`src/rtl/range_tracker_pkg.sv`:
```
// range_tracker_pkg: shared types and constants for the range_tracker block.
//   state_e    - session FSM state
//   MODE_*     - readout select encodings driven on the mode port
//   sel_width  - width of a channel select for a given channel count
package range_tracker_pkg;

  typedef enum logic [1:0] {
    StIdle,
    StRun,
    StDone,
    StError
  } state_e;

  localparam logic [1:0] MODE_RANGE = 2'd0;
  localparam logic [1:0] MODE_MIN   = 2'd1;
  localparam logic [1:0] MODE_MAX   = 2'd2;
  localparam logic [1:0] MODE_COUNT = 2'd3;

  function automatic int unsigned sel_width(int unsigned n);
    return (n > 1) ? $clog2(n) : 1;
  endfunction

endpackage

```
`src/rtl/range_tracker_if.sv`:
```
// range_tracker_if: sample, control and readout signals of range_tracker.
//   data_in/ch_sel/valid - tagged sample stream
//   go/finish            - session delimiters
//   mode/rd_sel          - readout select
//   result/result_valid/busy/error - registered readout and status
// master drives samples/control, slave is the tracker.
interface range_tracker_if #(
  parameter int unsigned WIDTH  = 8,
  parameter int unsigned NUM_CH = 4
);
  import range_tracker_pkg::*;

  localparam int unsigned CH_W = sel_width(NUM_CH);

  logic [WIDTH-1:0] data_in;
  logic [CH_W-1:0]  ch_sel;
  logic             valid;
  logic             go;
  logic             finish;
  logic [1:0]       mode;
  logic [CH_W-1:0]  rd_sel;
  logic [WIDTH-1:0] result;
  logic             result_valid;
  logic             busy;
  logic             error;

  modport master (
    output data_in, ch_sel, valid, go, finish, mode, rd_sel,
    input  result, result_valid, busy, error
  );

  modport slave (
    input  data_in, ch_sel, valid, go, finish, mode, rd_sel,
    output result, result_valid, busy, error
  );

endinterface

```
`src/rtl/range_tracker_ch.sv`:
```
// range_tracker_ch: running min/max/count for one channel.
//   clk, rst_n - clock, async active-low reset
//   clear      - restart the channel (min=all-ones, max=0, count=0)
//   upd        - fold data into the stats; applied after clear in the same cycle
//   data       - sample value
//   min/max/count/empty - current stats; count saturates at all-ones
module range_tracker_ch #(
  parameter int unsigned WIDTH = 8
) (
  input  logic             clk,
  input  logic             rst_n,
  input  logic             clear,
  input  logic             upd,
  input  logic [WIDTH-1:0] data,
  output logic [WIDTH-1:0] min,
  output logic [WIDTH-1:0] max,
  output logic [WIDTH-1:0] count,
  output logic             empty
);

  logic [WIDTH-1:0] min_q, min_d;
  logic [WIDTH-1:0] max_q, max_d;
  logic [WIDTH-1:0] count_q, count_d;

  always_comb begin
    min_d   = min_q;
    max_d   = max_q;
    count_d = count_q;
    if (clear) begin
      min_d   = '1;
      max_d   = '0;
      count_d = '0;
    end
    if (upd) begin
      if (data < min_d) min_d = data;
      if (data > max_d) max_d = data;
      if (count_d != '1) count_d = count_d + WIDTH'(1);
    end
  end

  always_ff @(posedge clk or negedge rst_n) begin
    if (!rst_n) begin
      min_q   <= '1;
      max_q   <= '0;
      count_q <= '0;
    end else begin
      min_q   <= min_d;
      max_q   <= max_d;
      count_q <= count_d;
    end
  end

  assign min   = min_q;
  assign max   = max_q;
  assign count = count_q;
  assign empty = (count_q == '0);

endmodule

```
`src/rtl/range_tracker.sv`:
```
// range_tracker: per-channel min/max/range/count over a go/finish session.
//   clk, rst_n - clock, async active-low reset
//   bus        - range_tracker_if.slave (samples, control, readout, status)
// Optional: define RANGE_TRACKER_LIVE_READOUT_EN to let result follow live
// channel stats in RUN and ERROR; otherwise result reads 0 outside DONE.
module range_tracker
  import range_tracker_pkg::*;
#(
  parameter int unsigned WIDTH  = 8,
  parameter int unsigned NUM_CH = 4
) (
  input logic           clk,
  input logic           rst_n,
  range_tracker_if.slave bus
);

  localparam int unsigned CH_W = sel_width(NUM_CH);

  state_e state_q, state_d;
  logic   clear, upd_en, ch_hit, rd_en;

  logic [NUM_CH-1:0] ch_hot, rd_hot, ch_empty;
  logic [WIDTH-1:0]  ch_min [NUM_CH];
  logic [WIDTH-1:0]  ch_max [NUM_CH];
  logic [WIDTH-1:0]  ch_cnt [NUM_CH];
  logic [WIDTH-1:0]  sel_val, result_q;

  // One-hot decode of both selects; an out-of-range select decodes to all zeros.
  always_comb begin
    ch_hot = '0;
    rd_hot = '0;
    for (int unsigned i = 0; i < NUM_CH; i++) begin
      ch_hot[i] = (bus.ch_sel == CH_W'(i));
      rd_hot[i] = (bus.rd_sel == CH_W'(i));
    end
  end

  assign ch_hit = |ch_hot;

  always_ff @(posedge clk or negedge rst_n) begin
    if (!rst_n) state_q <= StIdle;
    else        state_q <= state_d;
  end

  // A fresh session clears every channel and still accepts the go-cycle sample.
  always_comb begin
    state_d = state_q;
    clear   = 1'b0;
    upd_en  = 1'b0;
    case (state_q)
      StIdle: begin
        if (bus.finish) begin
          state_d = StError;
        end else if (bus.go) begin
          state_d = StRun;
          clear   = 1'b1;
          upd_en  = bus.valid;
        end
      end
      StRun: begin
        if (bus.go || (bus.valid && !ch_hit)) begin
          state_d = StError;
        end else begin
          upd_en = bus.valid;
          if (bus.finish) state_d = StDone;
        end
      end
      StDone, StError: begin
        if (bus.go && bus.finish) begin
          state_d = StError;
        end else if (bus.go) begin
          state_d = StRun;
          clear   = 1'b1;
          upd_en  = bus.valid;
        end
      end
      default: state_d = StIdle;
    endcase
  end

  for (genvar g = 0; g < NUM_CH; g++) begin : g_ch
    range_tracker_ch #(
      .WIDTH (WIDTH)
    ) u_ch (
      .clk   (clk),
      .rst_n (rst_n),
      .clear (clear),
      .upd   (upd_en & ch_hot[g]),
      .data  (bus.data_in),
      .min   (ch_min[g]),
      .max   (ch_max[g]),
      .count (ch_cnt[g]),
      .empty (ch_empty[g])
    );
  end

  // Empty channels and unselected/out-of-range reads contribute 0.
  always_comb begin
    sel_val = '0;
    for (int unsigned i = 0; i < NUM_CH; i++) begin
      if (rd_hot[i] && !ch_empty[i]) begin
        case (bus.mode)
          MODE_RANGE: sel_val = ch_max[i] - ch_min[i];
          MODE_MIN:   sel_val = ch_min[i];
          MODE_MAX:   sel_val = ch_max[i];
          MODE_COUNT: sel_val = ch_cnt[i];
        endcase
      end
    end
  end

`ifdef RANGE_TRACKER_LIVE_READOUT_EN
  // IDLE is only reachable through reset, where every channel is empty.
  assign rd_en = (state_q != StIdle);
`else
  assign rd_en = (state_q == StDone);
`endif

  always_ff @(posedge clk or negedge rst_n) begin
    if (!rst_n) result_q <= '0;
    else        result_q <= rd_en ? sel_val : '0;
  end

  always_comb begin
    bus.result       = result_q;
    bus.busy         = (state_q == StRun);
    bus.result_valid = (state_q == StDone);
    bus.error        = (state_q == StError);
  end

endmodule

```
`src/flat_wrapper.sv`:
```
// flat-port wrapper written by rule: the top's interface ports become plain ports
module range_tracker_flat import range_tracker_pkg::*;
#(
  parameter int unsigned WIDTH  = 8,
  parameter int unsigned NUM_CH = 4
)
  (clk, rst_n, bus_data_in, bus_ch_sel, bus_valid, bus_go, bus_finish, bus_mode, bus_rd_sel, bus_result, bus_result_valid, bus_busy, bus_error);
  range_tracker_if #(.WIDTH(WIDTH), .NUM_CH(NUM_CH)) bus_i ();
  input logic clk;
  input logic rst_n;
  input wire logic [$bits(bus_i.data_in)-1:0] bus_data_in;
  input wire logic [$bits(bus_i.ch_sel)-1:0] bus_ch_sel;
  input wire logic [$bits(bus_i.valid)-1:0] bus_valid;
  input wire logic [$bits(bus_i.go)-1:0] bus_go;
  input wire logic [$bits(bus_i.finish)-1:0] bus_finish;
  input wire logic [$bits(bus_i.mode)-1:0] bus_mode;
  input wire logic [$bits(bus_i.rd_sel)-1:0] bus_rd_sel;
  output wire logic [$bits(bus_i.result)-1:0] bus_result;
  output wire logic [$bits(bus_i.result_valid)-1:0] bus_result_valid;
  output wire logic [$bits(bus_i.busy)-1:0] bus_busy;
  output wire logic [$bits(bus_i.error)-1:0] bus_error;
  assign bus_i.data_in = bus_data_in;
  assign bus_i.ch_sel = bus_ch_sel;
  assign bus_i.valid = bus_valid;
  assign bus_i.go = bus_go;
  assign bus_i.finish = bus_finish;
  assign bus_i.mode = bus_mode;
  assign bus_i.rd_sel = bus_rd_sel;
  assign bus_result = bus_i.result;
  assign bus_result_valid = bus_i.result_valid;
  assign bus_busy = bus_i.busy;
  assign bus_error = bus_i.error;
  range_tracker #(.WIDTH(WIDTH), .NUM_CH(NUM_CH)) u_core (.clk(clk), .rst_n(rst_n), .bus(bus_i));
endmodule
```
`config.mk`:
```
export PLATFORM = sky130hd
export DESIGN_NAME = range_tracker_flat
export DESIGN_NICKNAME = d
export VERILOG_FILES = /design/src/rtl/range_tracker_pkg.sv /design/src/rtl/range_tracker_if.sv /design/src/rtl/range_tracker_ch.sv /design/src/rtl/range_tracker.sv /design/src/flat_wrapper.sv
export SDC_FILE = /design/constraint.sdc
export NUM_CORES = 1
export LEC_CHECK = 0
export ABC_AREA = 1
export ABC_CLOCK_PERIOD_IN_PS = 4740
export BUFFER_PORTS_ARGS = -buffer_cell sky130_fd_sc_hd__clkbuf_2
export CORE_UTILIZATION = 52
export DETAILED_ROUTE_END_ITERATION = 10
export PLACE_DENSITY_LB_ADDON = 0.08
export SYNTH_ARGS = -nofsm -noshare
export SYNTH_HDL_FRONTEND = slang
export SYNTH_HIERARCHICAL = 1
export SYNTH_SLANG_ARGS = --single-unit
```
`constraint.sdc`:
```
create_clock -name clk -period 4.74 [get_ports clk]
set_input_delay 0.711 -clock clk [delete_from_list [all_inputs] [get_ports clk]]
set_output_delay 0.711 -clock clk [all_outputs]
set_load 0.01 [all_outputs]
```
==> flow_summary.ini, run 1 <==
[floorplan]
core-area_sq_um = 18100
start_util = 0.534
fp.dieH_microns = 138
dieArea_sq_um = 19100
rows = 49
io-pin-count = 30
die_w_microns = 138

[setup_path]
startpoint = u_core/state_q[0]$_DFFE_PN0P_
cp-endpoint = u_core/g_ch[2].u_ch/max[2]$_DFF_PN0_
crit_type = reg2reg
cp_max_fo = 34
r2r_setup_slack_ns = 1.90
required_ns = 4.99
critPathCaptureType = flip-flop
worstSetupStartpointType = flip-flop
rr_worst_depth = 15
r2r-start = u_core/state_q[0]$_DFFE_PN0P_
r2r-end = u_core/g_ch[2].u_ch/max[2]$_DFF_PN0_
worstPathArrival_ns = 3.09

[synthesis]
synthCells = 1413
ys_seq_elements = 106
synth_warnings = 6
seq_area_frac_synth = 0.279
synth_flop_cell = dfrtp_1
netlist_area_sq_um = 9660
ys_async_sr_fraction = 1.00
ys_types = 47
syn_nets = 1529
avgSynthCellArea_sq_um = 6.84
synth_enable_flop_cells = 0

[drt]
vias_per_cell = 5.47
wl_per_cell_microns = 16.2
first_pass_iters = 9
drtIter0Drc = 610
remaining_drc_errors = 10
totalWireLength_microns = 27200
postRouteAntennaNets = 0
vias = 9150

[place]
dpl-instance-area_sq_um = 9990
dpl.hpwl_microns = 19600
dp_slack_ns = 1.56
dp_cells = 1656
io_buffers = 29
gp_congestion = 0.922

[power]
leakagePower_nw = 5.71
power_density_nw_per_um2 = 249
design_power_total_mw = 2.56
max-vdd-ir-drop_mv = 0.160

[timing]
setup_ws_ns = 1.90
rsz0062_at_grt = no
final.setup.tns_ns = 0
worst_pin_slew_ns = 0.914
slew_headroom = 0.391
drv_slew = 0
hold_viol = 0
period_share = 0.599
fin_worst_skew_ns = 0.00783
timing.fmax_mhz = 352
finalCriticalPeriod_ns = 2.84
finalSetupViolCount = 0
fin_hold_ws_ns = 0.487

[final_layout]
nNetsFinal = 1554
stdcell_area_sq_um = 10300
register_area_sq_um = 2690
multi_input_area_sq_um = 5990
final_core_util = 0.568
final_common_cell = nand2_1
final_cell_mix = nand2_1 (456), inv_1 (197), nand3_1 (142)
final_cells = 1672
fillCellCount = 1812
syn2layout_area_growth_pct = 6.32
drive_above_1_share = 0.119
n_antenna_cell = 0

[clocking]
hold_buffers = 0
root_buffer = clkbuf_16
clk_latency_ns = 0.36
h-tree-depth = 3
ctsLongestPathBuffers = 2
cts_tree = built
cts.sinks = 106
cts_buffers = 9
postCtsResizedCells = 0
postCtsSetupBuffers = 0
cts.clk_slew.worst_paths_ns = 0.07

[job]
cap_violations = 0

[outcome]
violations = design-rule violations
status = finished with violations

[global_route]
gr-usage-all-layers = 0.297
grt_start_max_net_pins = 72
antenna_found_initial = 0
grt_pass1_vias = 8751
gr-total-overflow = 0
grt_pass1_wl_microns = 44600

[hold_path]
hp-class = in2async
==> sequential cells by signal, indices dropped and copies added, names as in the netlist, named ones only <==
register                cells
u_core/g_ch.u_ch/max       32
u_core/state_q              1
u_core/bus.result           8
u_core/g_ch.u_ch/count     32
u_core/g_ch.u_ch/min       32
==> cell usage after synthesis (8+ instances only) <==
| master | instances | area, sq um |
|---|---|---|
| a31oi_1 | 9 | 56.3 |
| nand4_1 | 15 | 93.8 |
| nand2_2 | 18 | 113 |
| o21ai_1 | 17 | 85.1 |
| nand3_1 | 142 | 711 |
| xnor2_1 | 16 | 140 |
| inv_2 | 19 | 71.3 |
| dfrtp_1 | 74 | 1850 |
| buf_2 | 8 | 40.0 |
| dfstp_2 | 32 | 841 |
| nor3_1 | 11 | 55.1 |
| o21ai_0 | 32 | 160 |
| nand2_1 | 456 | 1710 |
| ha_1 | 93 | 1160 |
| inv_1 | 198 | 743 |
| a21oi_1 | 53 | 265 |
| nor3_4 | 10 | 163 |
| nor2_1 | 104 | 390 |
==> worst max-delay path, cell delays in order (launching register included) <==
cell and delay (ns):
dfrtp_1 0.42, inv_1 0.06, nor2_1 0.04, inv_1 0.07
nand2_1 0.07, inv_2 0.25, buf_4 0.45, clkinv_4 0.20
nand2_1 0.13, ha_1 0.25, nand2_1 0.09, nor2_1 0.06
a31oi_4 0.29, nand2_2 0.18, nand2_1 0.09, nand2_1 0.05
==> final cells by class <==
type / instances / share of cell area
timing repair buffer: 35 / 0.0188
inverter: 219 / 0.0805
clock inverter: 5 / 0.00378
tap: 229 / 0.0279
sequential: 106 / 0.262
multi-input combinational: 1067 / 0.583
clock buffer: 11 / 0.0236
==> kinds of logic (layout without fill, tap and decap cells) <==
group / after synthesis / in the layout / share of synthesized area
AOI/OAI and AO/OA: 141 / 141 / 0.0887
adders and majority gates: 97 / 97 / 0.129
and+or+nand+nor: 806 / 806 / 0.382
DFF: 106 / 106 / 0.279
buffers and inverters: 240 / 270 / 0.101
xor gates and xnor gates: 23 / 23 / 0.0209
==> metal layers <==
metal	track usage	vias up	routed length, microns
li1	-	4599	-
met1	0.390	4253	12400
met2	0.500	253	12700
met3	0.0513	45	1420
met4	0.0923	0	576
met5	0	-	0
==> report_power, final <==
| part | internal (mW) | switching [mW] | leakage [nW] | total [mW] |
|---|---|---|---|---|
| Combinational | 0.256 | 0.493 | 4.22 | 0.749 |
| Sequential | 1.00 | 0.0708 | 1.35 | 1.08 |
| Clock | 0.375 | 0.364 | 0.136 | 0.738 |
==> worst min path at each step <==
stage	cells past startpoint	slack (ns)	to
6_report	1	0.49	u_core/g_ch[2].u_ch/count[5]$_DFF_PN0_
5_1_grt	1	0.55	u_core/g_ch[2].u_ch/count[6]$_DFF_PN0_
4_1_cts	1	0.52	u_core/g_ch[2].u_ch/count[5]$_DFF_PN0_
3_5_place_dp	1	0.55	u_core/state_q[0]$_DFFE_PN0P_
3_3_place_gp	1	0.54	u_core/state_q[0]$_DFFE_PN0P_
2_1_floorplan	0	0.42	async pin
Power figures use the tool's default switching activity.
==> inputs of run 2 (changes only) <==
ABC_CLOCK_PERIOD_IN_PS = 2650   (was 4740)
clock period = 2.65 ns   (was 4.74 ns; I/O delays follow)
==> run 2 against run 1 <==
The run still ends with design-rule violations left; cell area rose by 2.5%; register-to-register slack lost 1.6 ns; routed wire length decreased by 0.40%; clock power increased by 79%; sequential cell count is the same; critical path type unchanged.
==> flow_summary.ini, run 2 (synthesis gave the netlist of run 1 again) <==
[drt]
postRouteAntennaNets = 0
drtIter0Drc = 870
first_pass_iters = 8
vias_per_cell = 5.44
remaining_drc_errors = 10
wl_per_cell_microns = 15.9
totalWireLength_microns = 27100
vias = 9266

[setup_path]
cp_max_fo = 26
rr_worst_depth = 16
worstSetupStartpointType = flip-flop
crit_type = reg2reg
worstPathArrival_ns = 2.65
required_ns = 2.91
critPathCaptureType = flip-flop

[power]
max-vdd-ir-drop_mv = 0.343
design_power_total_mw = 4.62
leakagePower_nw = 5.86
power_density_nw_per_um2 = 438

[global_route]
grt_pass1_wl_microns = 44900
grt_util_met2 = 0.496
grt_pass1_vias = 8774
grt_start_max_net_pins = 37
antenna_found_initial = 0
gr-total-overflow = 0
use_met1 = 0.395
gr-usage-all-layers = 0.298
top_usage_layer = met2
grtUsageMet3 = 0.0419

[outcome]
violations = design-rule violations
status = finished with violations

[final_layout]
final_common_cell = nand2_1
fillCellCount = 1792
multi_input_area_sq_um = 6010
final_cell_mix = nand2_1 (454), inv_1 (197), nand3_1 (142)
drive_above_1_share = 0.138
nNetsFinal = 1584
n_antenna_cell = 0
register_area_sq_um = 2690
syn2layout_area_growth_pct = 9.03

[timing]
worst_pin_slew_ns = 0.658
slew_headroom = 0.562
fin_worst_skew_ns = 0.00981
final.setup.tns_ns = 0
drv_slew = 0
period_share = 0.900
rsz0062_at_grt = no
timing.fmax_mhz = 419
hold_viol = 0
finalSetupViolCount = 0
finalCriticalPeriod_ns = 2.39

[place]
gp_congestion = 0.893
io_buffers = 29
dpl.hpwl_microns = 20500

[clocking]
ctsLongestPathBuffers = 2
cts_buffers = 9
cts_tree = built
cts.sinks = 106
h-tree-depth = 3
root_buffer = clkbuf_16
clk_latency_ns = 0.37
cts.clk_slew.worst_paths_ns = 0.08

[floorplan]
io-pin-count = 30
dieArea_sq_um = 19100
die_w_microns = 138
core-area_sq_um = 18100
fp.dieH_microns = 138
rows = 49
start_util = 0.534

[hold_path]
hp-class = in2reg
whs_path_depth = 3

[job]
cap_violations = 0
-- run 2: report_power, final --
group          total, mW  switching [mW]  internal, mW  leakage, nW
clock               1.32           0.670         0.645        0.127
sequential          1.92           0.124          1.80         1.35
combinational       1.38           0.887         0.493         4.38
-- run 2: critical path, stage by stage (launching register included) --
cell and delay [ns]:
dfrtp_1 0.40, inv_1 0.05, nor2_1 0.12, inv_1 0.07
nand2_1 0.09, inv_2 0.06, buf_12 0.16, inv_2 0.14
nand2_1 0.10, ha_1 0.30, nand2_1 0.06, o21ai_0 0.20
nand2_1 0.14, nand2_4 0.15, nand2_4 0.10, nand2_1 0.08
nand2_1 0.05
-- run 2: final timing paths --
path	endpoint	from	slack, ns
min reg2reg	u_core/state_q[0]$_DFFE_PN0P_	u_core/state_q[0]$_DFFE_PN0P_	0.55
max in group asynchronous	u_core/g_ch[1].u_ch/min[3]$_DFF_PN1_	rst_n	1.47
min	u_core/state_q[0]$_DFFE_PN0P_	bus_go	0.30
min in group asynchronous	u_core/g_ch[0].u_ch/count[4]$_DFF_PN0_	rst_n	0.48
max reg2reg	u_core/g_ch[0].u_ch/max[1]$_DFF_PN0_	u_core/state_q[0]$_DFFE_PN0P_	0.26
max	u_core/g_ch[0].u_ch/max[1]$_DFF_PN0_	u_core/state_q[0]$_DFFE_PN0P_	0.26
-- run 2: routing by layer --
metal,part of all wire,vias up
met5,0,-
met4,0.030,0
met3,0.051,51
met2,0.46,271
met1,0.46,4287
li1,-,4657
-- run 2: timing repair --
item | in CTS | in global routing
buffers inserted | 0 | 2
hold buffers | 1 | 0
hold endpoints to repair | 24 | 0
setup endpoints to repair | 0 | 28
resized for setup | 0 | 6
-- run 2: area by class of cell --
class,count,share of cell area
multi-input combinational,1067,0.571
tap,229,0.0272
clock inverter,5,0.00356
timing repair buffer,65,0.0423
sequential,106,0.256
clock buffer,11,0.0221
inverter,219,0.0785
-- run 2: metrics by stage --
step           utilization  worst slack [ns]  instances  area, sq um  hold WS [ns]
4_1_cts              0.580             0.203       1700        10500         0.291
3_3_place_gp         0.565             0.264       1683        10200         0.343
5_1_grt              0.582            0.0167       1702        10500         0.317
3_5_place_dp         0.565             0.212       1683        10200         0.341
6_report             0.582             0.264       1702        10500         0.297
2_1_floorplan            -             0.151       1413         9660         0.102
